[config.mk]
export PLATFORM = sky130hd
export DESIGN_NAME = instr_fetch
export DESIGN_NICKNAME = d
export VERILOG_FILES = /design/src/rtl/instr_fetch.sv
export SDC_FILE = /design/constraint.sdc
export NUM_CORES = 1
export LEC_CHECK = 0
export ABC_AREA = 1
export CORE_ASPECT_RATIO = 2
export CORE_MARGIN = 2
export CORE_UTILIZATION = 47
export DETAILED_ROUTE_END_ITERATION = 6
export GPL_TIMING_DRIVEN = 0
export PLACE_DENSITY = 0.81
export SLEW_MARGIN = 20
export SYNTH_ARGS = -nofsm -noshare
export SYNTH_HDL_FRONTEND = slang
export SYNTH_SLANG_ARGS = --single-unit
export TNS_END_PERCENT = 10
[constraint.sdc]
create_clock -name clk -period 5.2 [get_ports clk]
set_clock_uncertainty 0.2 [all_clocks]
set_input_delay 1.3 -clock clk [delete_from_list [all_inputs] [get_ports clk]]
set_output_delay 1.3 -clock clk [all_outputs]
set_load 0.005 [all_outputs]
[src/rtl/instr_fetch.sv]
// Instruction fetch stage: program counter, synchronous-memory read addressing
// and an instruction register with valid, stale-load error and load count.
module instr_fetch #(
    parameter int PC_W = 7
) (
    input  logic            clk,
    input  logic            Reset,
    input  logic            PC_clr,
    input  logic            PC_up,
    input  logic            IR_Id,
    output logic [PC_W-1:0] imem_addr,
    output logic            imem_rd,
    input  logic [15:0]     imem_data,
    output logic [PC_W-1:0] PC,
    output logic [15:0]     IR,
    output logic            IR_valid,
    output logic            fetch_err,
    output logic [15:0]     instr_count
);

    logic [PC_W-1:0] pc_reg;
    logic [PC_W-1:0] pc_next;
    logic [15:0]     ir_reg;
    logic [15:0]     ir_next;
    logic            ir_valid_reg;
    logic            ir_valid_next;
    logic            fetch_err_reg;
    logic            fetch_err_next;
    logic [15:0]     instr_count_reg;
    logic [15:0]     instr_count_next;
    logic            data_ok_reg;
    logic            load_ok;
    logic            load_stale;

    // The memory is addressed with the next PC so its registered output lines
    // up with the PC value the controller sees in the following cycle.
    always_comb begin
        pc_next = pc_reg;
        if (!Reset) begin
            pc_next = '0;
        end else if (PC_clr) begin
            pc_next = '0;
        end else if (PC_up) begin
            pc_next = pc_reg + PC_W'(1);
        end
    end

    assign imem_addr = pc_next;
    assign imem_rd   = Reset;

    // Memory output is stale in the first cycle after reset release because
    // no read was issued while reset was held.
    assign load_ok    = IR_Id & data_ok_reg;
    assign load_stale = IR_Id & ~data_ok_reg;

    always_comb begin
        ir_next          = ir_reg;
        ir_valid_next    = ir_valid_reg;
        fetch_err_next   = fetch_err_reg;
        instr_count_next = instr_count_reg;
        if (load_ok) begin
            ir_next       = imem_data;
            ir_valid_next = 1'b1;
            if (instr_count_reg != 16'hFFFF) begin
                instr_count_next = instr_count_reg + 16'd1;
            end
        end else if (load_stale) begin
            ir_valid_next  = 1'b0;
            fetch_err_next = 1'b1;
        end else if (PC_clr) begin
            ir_valid_next = 1'b0;
        end
    end

    always_ff @(posedge clk) begin
        data_ok_reg <= Reset;
        if (!Reset) begin
            pc_reg          <= '0;
            ir_reg          <= 16'h0000;
            ir_valid_reg    <= 1'b0;
            fetch_err_reg   <= 1'b0;
            instr_count_reg <= 16'h0000;
        end else begin
            pc_reg          <= pc_next;
            ir_reg          <= ir_next;
            ir_valid_reg    <= ir_valid_next;
            fetch_err_reg   <= fetch_err_next;
            instr_count_reg <= instr_count_next;
        end
    end

    assign PC          = pc_reg;
    assign IR          = ir_reg;
    assign IR_valid    = ir_valid_reg;
    assign fetch_err   = fetch_err_reg;
    assign instr_count = instr_count_reg;

endmodule

==> run metrics <==
clock latency on the worst-skew pair=0.30 ns; Arr. time, crit path=3.28 ns; worst min-delay path class=reg2reg; most common cell after layout, fill and taps aside=clkdlybuf4s50_1; Final setup viols=0; initial antenna violation count=0; CTS sink cnt=42; CP Class=in2out; I/O pin total=70; initial core utilization=0.492; Nets=364; # resized after CTS=0; 1st-iter DRT viols=31; number of port buffers=68; height of the die=94.2 um; RSZ-0062 raised after global routing=false; synthesized area=0.00191 mm^2; clock-pin transition on the worst setup and hold timing paths=0.08 ns; clock root cell=clkbuf_8; clock buffer depth=2; Slew @ Worst Pin=0.607 ns; clock tree from TritonCTS=yes; Slew HR=0.596; global placer's final weighted congestion=0.760; Final HPWL DP=3610 um; Die Area=0.00462 mm^2; fill cell count=345; DRC viols=0; via-per-instance ratio=4.89; Antenna Nets Post-Route=0; Max-cap violations=0; VDD IR max=0.000222 V; DR WL/cell=11.8 um; row cnt=32; WP data required=3.70 ns; Tcrit/Tclk final=0.919; Area Growth Syn to Fin=44.7%; Pleak=1.02 nW; nature of the critical path endpoint=output port; proportion of layout cells with a drive suffix above 1=0.0819; Vias=1,920; hold_ws=0.278 ns; final hold violations=0; P per Cell Area=243 mW/mm^2; worst hold stages=2; cts bufs inserted=5; Synth cell types=25; Worst Path Max Fanout=7; Final min period=4.78 ns; Ys Warns=0; Diodes inserted=0; setup repair bufs after CTS=0; Post-CTS Hold Buffers=0; reg2reg path depth=9; first-pass GRT wire length=7780 um; Synth Net Count=289; Startpoint Class=primary input; most frequent cells in the layout=clkdlybuf4s50_1 (68), nor2_1 (66), nand2_1 (47); sequential-to-total area share from yosys stat=0.440; footprint of the multi-input gates=946 um^2; Post-Syn Instances=266; All-Layer GR Usage=0.217; Core Area=0.00388 mm^2; Yosys reg bits=42; status=finished, final reports clean; TNS Setup=0 ns; Fmax achieved=0.209 GHz; Total Wirelength=4630 um; vias in the first global route=1,851; Register Area=841 um^2; largest net degree at the start of global routing=14; syn avg cell area=7.18 um^2; Initial DRT Pass Iterations=4; H-tree level count=2; GRT Residual Overflow=0; Slew Limit Fails=0; die width=49.1 um
==> worst max-delay path, stage by stage <==
cell and delay (ns):
clkdlybuf4s50_1 0.57, inv_1 0.14, nor2_1 0.23, inv_1 0.17, a21oi_1 0.19, o21a_1 0.16
clkdlybuf4s50_1 0.51
==> cells by family after synthesis <==
family          count (synthesis)  synth area share
xor+xnor                        9            0.0413
simple gates                  143             0.316
compound gates                 43             0.125
fa+ha+maj                       2            0.0131
buf+inv                        27            0.0648
flops                          42             0.440
==> synth_stat cells <==
master	n	share of area
nand3b_1	1	0.0039
ha_1	2	0.013
nor3_1	1	0.0026
clkbuf_1	3	0.0059
nor3b_1	1	0.0039
a21oi_1	15	0.039
buf_6	2	0.012
inv_1	17	0.033
buf_2	3	0.0079
nor2_2	3	0.0098
o21ai_2	1	0.0046
nor2_4	1	0.0059
dfxtp_1	42	0.44
nand2_1	47	0.092
xor2_1	5	0.023
o21ai_0	21	0.055
nor2_1	66	0.13
xnor2_1	4	0.018
buf_1	1	0.0020
nand3_1	12	0.031
o21a_1	2	0.0079
nand4_1	6	0.020
buf_4	1	0.0039
nand2_2	5	0.016
a21oi_2	4	0.018
==> worst paths after layout <==
path,from,endpoint,slack [ns]
setup / recovery,Reset,imem_addr[3],0.42
setup reg to reg,instr_count[0],instr_count[2],3.28
hold reg to reg,IR_valid,IR_valid,0.28
hold / removal,IR_valid,IR_valid,0.28
==> per-stage QoR <==
| step | worst slack, ns | instances | power (mW) | utilization | area, um^2 |
|---|---|---|---|---|---|
| after CTS | 0.412 | 393 | 0.678 | 0.712 | 2760 |
| final | 0.424 | 393 | 0.671 | 0.712 | 2760 |
| after detailed placement | 0.406 | 385 | 0.426 | 0.684 | 2660 |
| after global routing | 0.263 | 393 | 0.699 | 0.712 | 2760 |
| after floorplan | 1.65 | 266 | 0.380 | - | 1910 |
| after global placement | 0.465 | 385 | 0.425 | 0.684 | 2660 |
==> metal layers <==
layer	track usage	wire [um]	vias to the layer above
met3	0.0525	221	12
li1	-	-	1000
met4	0.126	128	0
met1	0.183	1580	856
met5	0	0	-
met2	0.435	2700	52
==> report_power, final <==
part           switching, mW  leakage, nW  internal, mW
clock network          0.111       0.0579         0.141
logic                 0.0336        0.616        0.0447
registers            0.00727        0.343         0.333
==> final cells by class <==
cell class	instances	share of cell area
buffer	10	0.0217
clock buffer	5	0.0249
clock inverter	3	0.0145
inverter	17	0.0231
multi-input combinational	197	0.342
sequential	42	0.304
tap	51	0.0231
timing repair buffer	68	0.246
Power figures use the tool's default switching activity.
